--- src/rtl/sipo_rx_ctrl.sv ---
// Receive sequencer for the FIFO_A sipo: frames start/data/stop bits, drives sipo mode, buffers one word.
// Optional even-parity framing is enabled by defining PARITY_SUPPORT_EN.
module sipo_rx_ctrl #(
    parameter int DATA_W = 8,
    parameter int CNT_W  = 4
) (
    input  logic              clk,
    input  logic              rst,
    input  logic              ser_in,
    output logic              sipo_mod,
    input  logic [DATA_W-1:0] sipo_data,
    output logic [DATA_W-1:0] m_data,
    output logic              m_valid,
    input  logic              m_ready,
    output logic              frame_err,
    output logic              parity_err,
    output logic              overrun,
    input  logic              err_clr,
    output logic              busy
);

`ifdef PARITY_SUPPORT_EN
    typedef enum logic [2:0] {IDLE, SHIFT, PARITY, STOP, CAPTURE, WAIT_HI} state_t;
`else
    typedef enum logic [2:0] {IDLE, SHIFT, STOP, CAPTURE, WAIT_HI} state_t;
`endif

    localparam logic [CNT_W-1:0] LAST_BIT = CNT_W'(DATA_W - 1);

    state_t           state, state_d;
    logic [CNT_W-1:0] cnt, cnt_d;
    logic             mod_d, frame_err_d, busy_d, capture;

`ifdef PARITY_SUPPORT_EN
    logic par_acc, par_acc_d, par_bad, par_bad_d, parity_err_d;
`endif

    // NOTE: every signal gets a default before the case so no path leaves one unassigned (no latches).
    always_comb begin
        state_d     = state;
        cnt_d       = cnt;
        mod_d       = 1'b1;
        frame_err_d = 1'b0;
        capture     = 1'b0;
`ifdef PARITY_SUPPORT_EN
        par_acc_d    = par_acc;
        par_bad_d    = par_bad;
        parity_err_d = 1'b0;
`endif
        case (state)
            IDLE: begin
                if (!ser_in) begin
                    state_d = SHIFT;
                    mod_d   = 1'b0;
                    cnt_d   = '0;
`ifdef PARITY_SUPPORT_EN
                    par_acc_d = 1'b0;
`endif
                end
            end
            SHIFT: begin
                mod_d = 1'b0;
                cnt_d = cnt + 1'b1;
`ifdef PARITY_SUPPORT_EN
                par_acc_d = par_acc ^ ser_in;
`endif
                // The sipo shifts on this edge for the last time; hold from here on.
                if (cnt == LAST_BIT) begin
                    mod_d = 1'b1;
`ifdef PARITY_SUPPORT_EN
                    state_d = PARITY;
`else
                    state_d = STOP;
`endif
                end
            end
`ifdef PARITY_SUPPORT_EN
            PARITY: begin
                par_bad_d    = par_acc ^ ser_in;
                parity_err_d = par_acc ^ ser_in;
                state_d      = STOP;
            end
`endif
            STOP: begin
                if (!ser_in) begin
                    frame_err_d = 1'b1;
                    state_d     = WAIT_HI;
                end else begin
`ifdef PARITY_SUPPORT_EN
                    state_d = par_bad ? IDLE : CAPTURE;
`else
                    state_d = CAPTURE;
`endif
                end
            end
            CAPTURE: begin
                capture = 1'b1;
                // A low line right after the stop bit is the next frame's start bit.
                if (!ser_in) begin
                    state_d = SHIFT;
                    mod_d   = 1'b0;
                    cnt_d   = '0;
`ifdef PARITY_SUPPORT_EN
                    par_acc_d = 1'b0;
`endif
                end else begin
                    state_d = IDLE;
                end
            end
            WAIT_HI: begin
                if (ser_in) state_d = IDLE;
            end
            default: state_d = IDLE;
        endcase
        busy_d = (state_d != IDLE);
    end

    // NOTE: sequential state uses non-blocking assignments so every register samples pre-edge values.
    always_ff @(posedge clk or negedge rst) begin
        if (!rst) begin
            state     <= IDLE;
            cnt       <= '0;
            sipo_mod  <= 1'b1;
            frame_err <= 1'b0;
            busy      <= 1'b0;
        end else begin
            state     <= state_d;
            cnt       <= cnt_d;
            sipo_mod  <= mod_d;
            frame_err <= frame_err_d;
            busy      <= busy_d;
        end
    end

`ifdef PARITY_SUPPORT_EN
    always_ff @(posedge clk or negedge rst) begin
        if (!rst) begin
            par_acc    <= 1'b0;
            par_bad    <= 1'b0;
            parity_err <= 1'b0;
        end else begin
            par_acc    <= par_acc_d;
            par_bad    <= par_bad_d;
            parity_err <= parity_err_d;
        end
    end
`else
    assign parity_err = 1'b0;
`endif

    // Output buffer: a capture into a full, unconsumed buffer is dropped and flagged.
    always_ff @(posedge clk or negedge rst) begin
        if (!rst) begin
            m_data  <= '0;
            m_valid <= 1'b0;
            overrun <= 1'b0;
        end else begin
            if (capture) begin
                if (!m_valid || m_ready) begin
                    m_data  <= sipo_data;
                    m_valid <= 1'b1;
                end
            end else if (m_ready) begin
                m_valid <= 1'b0;
            end

            if (capture && m_valid && !m_ready) overrun <= 1'b1;
            else if (err_clr)                   overrun <= 1'b0;
        end
    end

endmodule

--- config.mk ---
export PLATFORM = sky130hd
export DESIGN_NAME = sipo_rx_ctrl
export DESIGN_NICKNAME = d
export VERILOG_FILES = /design/src/rtl/sipo_rx_ctrl.sv
export SDC_FILE = /design/constraint.sdc
export NUM_CORES = 1
export LEC_CHECK = 0
export ABC_AREA = 1
export BUFFER_PORTS_ARGS = -buffer_cell sky130_fd_sc_hd__buf_4
export CAP_MARGIN = 10
export CORE_MARGIN = 5
export CORE_UTILIZATION = 34
export CTS_CLUSTER_SIZE = 14
export DETAILED_ROUTE_END_ITERATION = 8
export MAX_ROUTING_LAYER = met4
export PLACE_DENSITY_LB_ADDON = 0.3
export SYNTH_ARGS = -nofsm -noshare
export SYNTH_HDL_FRONTEND = slang
export SYNTH_SLANG_ARGS = --single-unit
--- constraint.sdc ---
create_clock -name clk -period 2.39 [get_ports clk]
set_input_delay 0 -clock clk [delete_from_list [all_inputs] [get_ports clk]]
set_output_delay 0 -clock clk [all_outputs]
set_load 0.02 [all_outputs]
# == Word level (Yosys, flattened, before mapping) ==
# Cells that the tools add are included.
# word_totals
reg_bits,20
in_bits,13
output_inout_bits,14
elab_cells,49
# op_classes
addsub,1
eq_ne,7
muxes,19
reduce_logical,14
# ops
cell,n
3-bit case mux with 5 select lines,1
3-bit 2-to-1 mux,4
1-bit 2-to-1 mux,11
4-bit case mux with 2 select lines,1
3-bit by 2-bit == test with 1-bit output (second input constant),2
2-bit AND reduction,3
2-bit nonzero test,3
4-bit by 1-bit adder with 4-bit output (second input constant),1
4-bit by 3-bit == test with 1-bit output (second input constant),1
4-bit 2-to-1 mux,1
3-bit by 1-bit == test with 1-bit output (second input constant),1
3-bit == test (second input constant),1
3-bit logical NOT,1
3-bit nonzero test,1
1-bit logical AND,2
1-bit logical NOT,2
2-bit by 1-bit != test with 1-bit output (second input constant),1
2-bit != test (second input constant),1
1-bit case mux with 2 select lines,1
2-bit OR reduction,1
1-bit logical OR,1

# == Depth between registers and ports, before layout ==
# Gate-level depths: netlist (run 1).
# logic_depth
ltp_word,5
ltp_mapped,7
ltp_nobuf,7

# == Worst setup path before layout (run 1) ==
# Ideal clock, no wire load.
# synth_path
kind,flip-flop to flip-flop
startpoint,register cnt[0]
endpoint,register busy
setup_ns,0.122
arrival_time_ns,0.984
setup_slack_ns,1.284
stages_incl_launch_ff,8
n_path_buf,0
period_less_slack_ns,1.106
cell_sequence,dfrtp_1 -> ha_1 -> nand3_1 -> inv_1 -> nand2_1 -> nand2_1 -> nor2_1 -> nand2_1
# synth_via
elab_chain_len,4
# synth_lines
element,line,text
"start, declared",31,"logic [CNT_W-1:0] cnt, cnt_d;"
"start signal, assigned",128,cnt <= cnt_d;
4-bit by 3-bit == test with 1-bit output,68,if (cnt == LAST_BIT) begin
3-bit 2-to-1 mux,68,
3-bit case mux with 5 select lines,50,case (state)
net state_d[1],30,"state_t state, state_d;"
3-bit nonzero test,115,busy_d = (state_d != IDLE);
net busy_d,32,"logic mod_d, frame_err_d, busy_d, capture;"
"end signal, assigned",131,busy <= busy_d;
"end, declared",19,output logic busy
# The timed path passes the listed nets, and every way through them passes these cells.
# A chain may end at the register's enable or synchronous reset.

# == Worst setup path after layout (run 1) ==
# Same ends and word-level chain as after synthesis.

==> flow_metrics.tcl, run 1 <==
set metrics [dict create \
    setup_tns_ns 0 \
    n_antenna_cell 0 \
    fp-row-count 18 \
    cp.required_ns 2.58 \
    grt_setup_unrepaired "no" \
    synth-edff-count 0 \
    hold_path_class "in2reg" \
    path_delay_family "flip-flops" \
    worst-path-buf-inv 1 \
    clock-sinks 20 \
    synth_common_cells "36 x nand2_1, 19 x dfrtp_1, 15 x nand3_1" \
    syn_area_per_cell_um2 8.57 \
    synth_adder_area_share 0.0140 \
    skew_ns 0.00217 \
    synth_area_um2 891 \
    fin_crit_sh 0.504 \
    core_um2 2500 \
    synthMuxAreaShare 0 \
    synth.yosys.seq_area_share 0.563 \
    maxCapViolCount 0 \
    cpPeakStageDelay_ns 0.43 \
    drc 0 \
    worstPathCellList "ha_1 > nand3_1 > inv_1 > nand2_1 > nand2_1 > nor2_1 > nand2_1" \
    synthSimpleGateAreaFrac 0.337 \
    numCtsBuffers 3 \
    cp_common_cell "nand2_1" \
    synth_warnings 0 \
    grt_pass1_vias 765 \
    yosysUniqueCellTypes 19 \
    grt_max_degree 21 \
    setup-violations-final 0 \
    numPortBuffers 25 \
    grt-ovfl-total 0 \
    num_vias 781 \
    finalWeightedCongestion 0.822 \
    grt_pass1_wl_mm 3.22 \
    hpwl_mm 1.43 \
    syn_nets 118 \
    synth.most_common_cell "nand2_1" \
    synthTopCellsByArea "dfrtp_1 53%, nand2_1 15%, nand3_1 8.4%" \
    crit_arrival_ns 1.39 \
    grt_use_total 0.121 \
    cts_hold_buffers 10 \
    drive_gt1_frac 0.277 \
    synthCells 104 \
    routedWlPerCell_um 11.3 \
    design.die.area_um2 3740 \
    cts_tree "done" \
    critical_path.max_fanout 5 \
    synth_top_family_by_area "simple AND/OR/NAND/NOR gates" \
    nets 156 \
    critPathLaunchType "flop" \
    synth_top_area_cell "dfrtp_1" \
    viasPerCell 4.57 \
    synth-xor-area-share 0.00983 \
    die_y_um 61.2 \
    antenna_found_initial 0 \
    place_area_um2 1100 \
    ios 27 \
    endpoint_kind "flop" \
    slew_viol_final 0 \
    wl_mm 1.94 \
    max_freq_mhz 831 \
    synth_top_area_frac 0.534 \
    synthArstFlopShare 1.00 \
    ys_ff_latch 20 \
    cts_setup_buffers 0 \
    path_clk_slew_ns 0.11 \
    synth_compound_area_frac 0.00702 \
    clk_latency_ns 0.29 \
    drt-initial-drc-count 47 \
    hold_violations 0 \
    cts-resized-gates 0 \
    min_period_ns 1.20 \
    pwr_density_cell_nw_per_um2 1060 \
    critical_path_class "reg2reg" \
    ys.flop_type "dfrtp_1" \
    final_antenna_net_count 0 \
    cts_root_buf "clkbuf_4" \
    start_util 0.356 \
    stdcell_area_um2 1240 \
    crit_path_top_delay_cell "dfrtp_1" \
    cts_buffer_depth 2 \
    run_status "finished clean" \
    die_w_um 61.2 \
    vdd_drop_max_mv 0.567 \
    dr.pass1.iters 4 \
    p_leak_nw 0.705 \
    htreeDepth 1 \
    syn2layout_area_growth_pct 39.2 \
]
## path summary, 6_finish.rpt
path	endpoint	slack (ns)	start	cells past startpoint
worst min register to register	m_data[7]$_DFFE_PN0P_	0.48	m_data[7]$_DFFE_PN0P_	2
worst max-delay path	busy$_DFF_PN0_	1.19	cnt[0]$_DFFE_PN0P_	7
min in group asynchronous	m_valid$_DFFE_PN0P_	0.11	rst	2
worst max register to register	busy$_DFF_PN0_	1.19	cnt[0]$_DFFE_PN0P_	7
worst min-delay path	state[1]$_DFF_PN0_	0.04	ser_in	3
max in group asynchronous	sipo_mod$_DFF_PN1_	2.02	rst	2
## layout by cell type (no fill, tap or decap), drive strengths merged
cell type    netlist  layout
buf                2      25
inv               12      12
clkbuf             0       4
nand4              3       3
o22ai              1       1
nor2               6       6
conb               1       1
ha                 1       1
nand2             40      40
dlygate4sd3        0      10
nand3             16      16
dfrtp             19      19
dfstp              1       1
or2                1       1
xnor2              1       1
## cell type report
type                    instances  area, µm²
inverters                      12       45.0
multi-input cells              70        332
clock buffers                   4       36.3
repair buffers                 35        288
fillers                       244       1260
flip-flops and latches         20        502
well taps                      30       37.5
## stage by stage
step / worst slack (ns) / utilization / instances / hold WS (ns) / total power (W)
floorplan: 1.28 / - / 104 / -0.296 / 0.000910
global placement: 1.24 / 0.441 / 157 / -0.109 / 0.00111
detailed placement: 1.19 / 0.441 / 157 / -0.108 / 0.00112
CTS: 1.16 / 0.496 / 171 / 0.0407 / 0.00133
global route: 1.06 / 0.496 / 171 / 0.0604 / 0.00143
finish: 1.19 / 0.496 / 171 / 0.0403 / 0.00131
## per-layer routing
metal	global-route usage	routed length [µm]	vias to the layer above
li1	-	-	398
met1	0.136	859	357
met2	0.202	887	22
met3	0.0294	161	4
met4	0.0557	27	0
met5	-	0	-
## power breakdown
group,total (W),internal (W),switching [W]
logic,0.000579,0.000238,0.000341
clock network,0.000191,0.0000928,0.0000978
registers,0.000544,0.000462,0.0000822
total,0.00131,0.000793,0.000521
## cell families (layout without fill, tap and decap cells)
kind of cell / after synthesis / in the layout
DFF: 20 / 20
and+or+nand+nor: 66 / 66
other: 1 / 1
adders and majority gates: 1 / 1
buffers and inverters: 14 / 51
xor gates and xnor gates: 1 / 1
AOI/OAI and AO/OA: 1 / 1
## flip-flops by register name, indices dropped and copies added, names as in the netlist
register and count:
m_data 8, sipo_mod 1, cnt 4, m_valid 1, overrun 1, frame_err 1, state 3, busy 1
## tightest hold or removal path: cells and delay by family
kind                   cells  cell delay [ns]
buffers and inverters      1             0.11
and+or+nand+nor            2             0.19
No activity file was read; power rests on OpenSTA's default activity.
==> run 2, diff against run 1 <==
--- a/config.mk
+++ b/config.mk
@@ -5,7 +5,7 @@
 export SDC_FILE = /design/constraint.sdc
 export NUM_CORES = 1
 export LEC_CHECK = 0
-export ABC_AREA = 1
+export ABC_AREA = 0
 export BUFFER_PORTS_ARGS = -buffer_cell sky130_fd_sc_hd__buf_4
 export CAP_MARGIN = 10
 export CORE_MARGIN = 5
==> constraint.sdc (replaced) <==
create_clock -name clk -period 1.1 [get_ports clk]
set_input_delay 0 -clock clk [delete_from_list [all_inputs] [get_ports clk]]
set_output_delay 0 -clock clk [all_outputs]
set_load 0.02 [all_outputs]
==> flow_metrics.tcl, run 2 <==
set metrics [dict create \
    run_status "finished with violations" \
    violations "hold timing, setup timing" \
    grt_pass1_wl_mm 3.50 \
    die_y_um 62.5 \
    grtUsageMet2 0.203 \
    synth_top_area_cell "dfrtp_1" \
    synth_warnings 0 \
    synth.yosys.seq_area_share 0.535 \
    mostFrequentLayoutCells "39 x buf_4, 18 x dfrtp_1, 11 x dlygate4sd3_1, 10 x mux2_4, 5 x buf_6" \
    hold_path_class "in2reg" \
    ios 27 \
    crit_arrival_ns 1.52 \
    synthCells 71 \
    cts_buffer_depth 2 \
    stdcell_area_um2 1580 \
    synthTopCellsByArea "dfrtp_1 51%, mux2_4 13%, buf_6 3.6%" \
    drc 0 \
    grt-ovfl-total 0 \
    slew_viol_final 0 \
    min_period_ns 1.33 \
    reg2regPathDepth 4 \
    core_um2 2710 \
    synthArstFlopShare 1.00 \
    hold_start "m_ready" \
    grt_pass1_vias 785 \
    largest-register "m_data" \
    hold_slack_ns -0.0304 \
    max_freq_mhz 754 \
    fin_crit_sh 1.21 \
    cts_hold_buffers 11 \
    syn2layout_area_growth_pct 68.8 \
    r2r_slack_ns -0.23 \
    cp.required_ns 1.29 \
    drive_gt1_frac 0.651 \
    design.die.area_um2 3910 \
    routedWlPerCell_um 14.0 \
    synth_top_area_frac 0.507 \
    r2r-start "state[2]$_DFF_PN0_" \
    maxCapViolCount 0 \
    grt_util_met1 0.122 \
    vdd_drop_max_mv 1.45 \
    n_antenna_cell 0 \
    die_w_um 62.5 \
    grt_setup_unrepaired "yes" \
    place_ws_ns -0.190 \
    critPathLaunchType "flop" \
    fill_cells 227 \
    viasPerCell 4.74 \
    hpwl_mm 1.32 \
    skew_ns 0.00487 \
    cp-startpoint "state[2]$_DFF_PN0_" \
    largest_reg_flops 8 \
    endpoint "m_data[4]$_DFFE_PN0P_" \
    finalPower_w 0.00384 \
    ys_ff_latch 20 \
    pwr_density_cell_nw_per_um2 2420 \
    start_util 0.346 \
    synth_common_cells "19 x dfrtp_1, 8 x mux2_4, 5 x nor2_1" \
    numPortBuffers 25 \
    hold_violations 2 \
    critical_path.max_fanout 8 \
    dr.pass1.iters 4 \
    num_vias 744 \
    antenna_found_initial 0 \
    synth-edff-count 0 \
    final_antenna_net_count 0 \
    cts_tree "done" \
    syn_nets 85 \
    synth_area_um2 938 \
    htreeDepth 1 \
    ys.flop_type "dfrtp_1" \
    mostFrequentLayoutCell "buf_4" \
    clock-sinks 20 \
    nets 141 \
    numCtsBuffers 3 \
    place_area_um2 1220 \
    grt-busiest-layer "met2" \
    setup-violations-final 17 \
    fp-row-count 19 \
    wl_mm 2.20 \
    synth.most_common_cell "dfrtp_1" \
    grt_use_total 0.117 \
    path_clk_slew_ns 0.11 \
    use_met3 0.0288 \
    grt_max_degree 21 \
    finalWeightedCongestion 0.695 \
    worst_slack_ns -0.226 \
    cts_root_buf "clkbuf_4" \
    yosysUniqueCellTypes 33 \
    clk_latency_ns 0.29 \
    drt-initial-drc-count 8 \
    reg2reg_to "m_data[4]$_DFFE_PN0P_" \
    p_leak_nw 0.738 \
    reg_top3 "m_data: 8 flops, cnt: 4 flops, state: 3 flops" \
    syn_area_per_cell_um2 13.2 \
    critical_path_class "reg2reg" \
    endpoint_kind "flop" \
]
run 2: kinds of logic after synthesis:
logic type | count (synthesis) | synth area share
compound gates | 10 | 0.0827
xor+xnor | 1 | 0.00934
fa+ha+maj | 1 | 0.0133
buf+inv | 6 | 0.0533
flops | 20 | 0.535
mux | 12 | 0.173
other cells | 1 | 0.00400
simple gates | 20 | 0.129
run 2: layout make-up:
| cell class | count | area, µm² | share of cell area |
|---|---|---|---|
| inverters | 1 | 3.75 | 0.00237 |
| well taps | 31 | 38.8 | 0.0245 |
| repair buffers | 56 | 479 | 0.303 |
| multi-input cells | 45 | 507 | 0.320 |
| flip-flops and latches | 20 | 503 | 0.318 |
| clock buffers | 3 | 22.5 | 0.0142 |
| clock inverters | 1 | 30.0 | 0.0190 |
run 2: what timing repair did:
action | 4_1_cts | 5_1_grt
setup buffers | 9 | 0
gates resized for setup | 10 | 17
endpoints found under the hold margin | 32 | 2
cloned | 0 | 0
endpoints found under the setup margin | 15 | 19
pin swaps | 7 | 6
run 2: critical path, stage by stage (launching register included):
cell,delay (ns)
dfrtp_1,0.40
nand3b_1,0.19
nor2b_2,0.17
buf_12,0.15
mux2_4,0.31
run 2: power breakdown:
| group | total (W) | internal, W | switching [W] |
|---|---|---|---|
| Sequential | 0.00125 | 0.00104 | 0.000218 |
| Combinational | 0.00200 | 0.00116 | 0.000835 |
| Clock | 0.000588 | 0.000368 | 0.000220 |
run 2: stage by stage:
stage | instances | util | TNS, ns
2_1_floorplan | 71 | - | -1.08
3_3_place_gp | 133 | 0.452 | -1.42
3_5_place_dp | 133 | 0.452 | -1.83
4_1_cts | 157 | 0.550 | -2.32
5_1_grt | 157 | 0.584 | -3.15
6_report | 157 | 0.584 | -2.54
run 2: per-layer routing:
metal  wire length [µm]  vias to the layer above
met2               1250                       14
met1                849                      370
met3                 66                        2
li1                   -                      358
met5                  0                        -
met4                 35                        0
run 2: worst min path at each step:
stage,slack (ns),cells past startpoint,endpoint
after floorplan,-0.30,0,busy$_DFF_PN0_
after global placement,-0.11,1,m_data[2]$_DFFE_PN0P_
after detailed placement,-0.11,1,m_data[3]$_DFFE_PN0P_
after CTS,-0.05,3,m_valid$_DFFE_PN0P_
after global routing,-0.04,3,m_valid$_DFFE_PN0P_
final,-0.03,3,m_valid$_DFFE_PN0P_
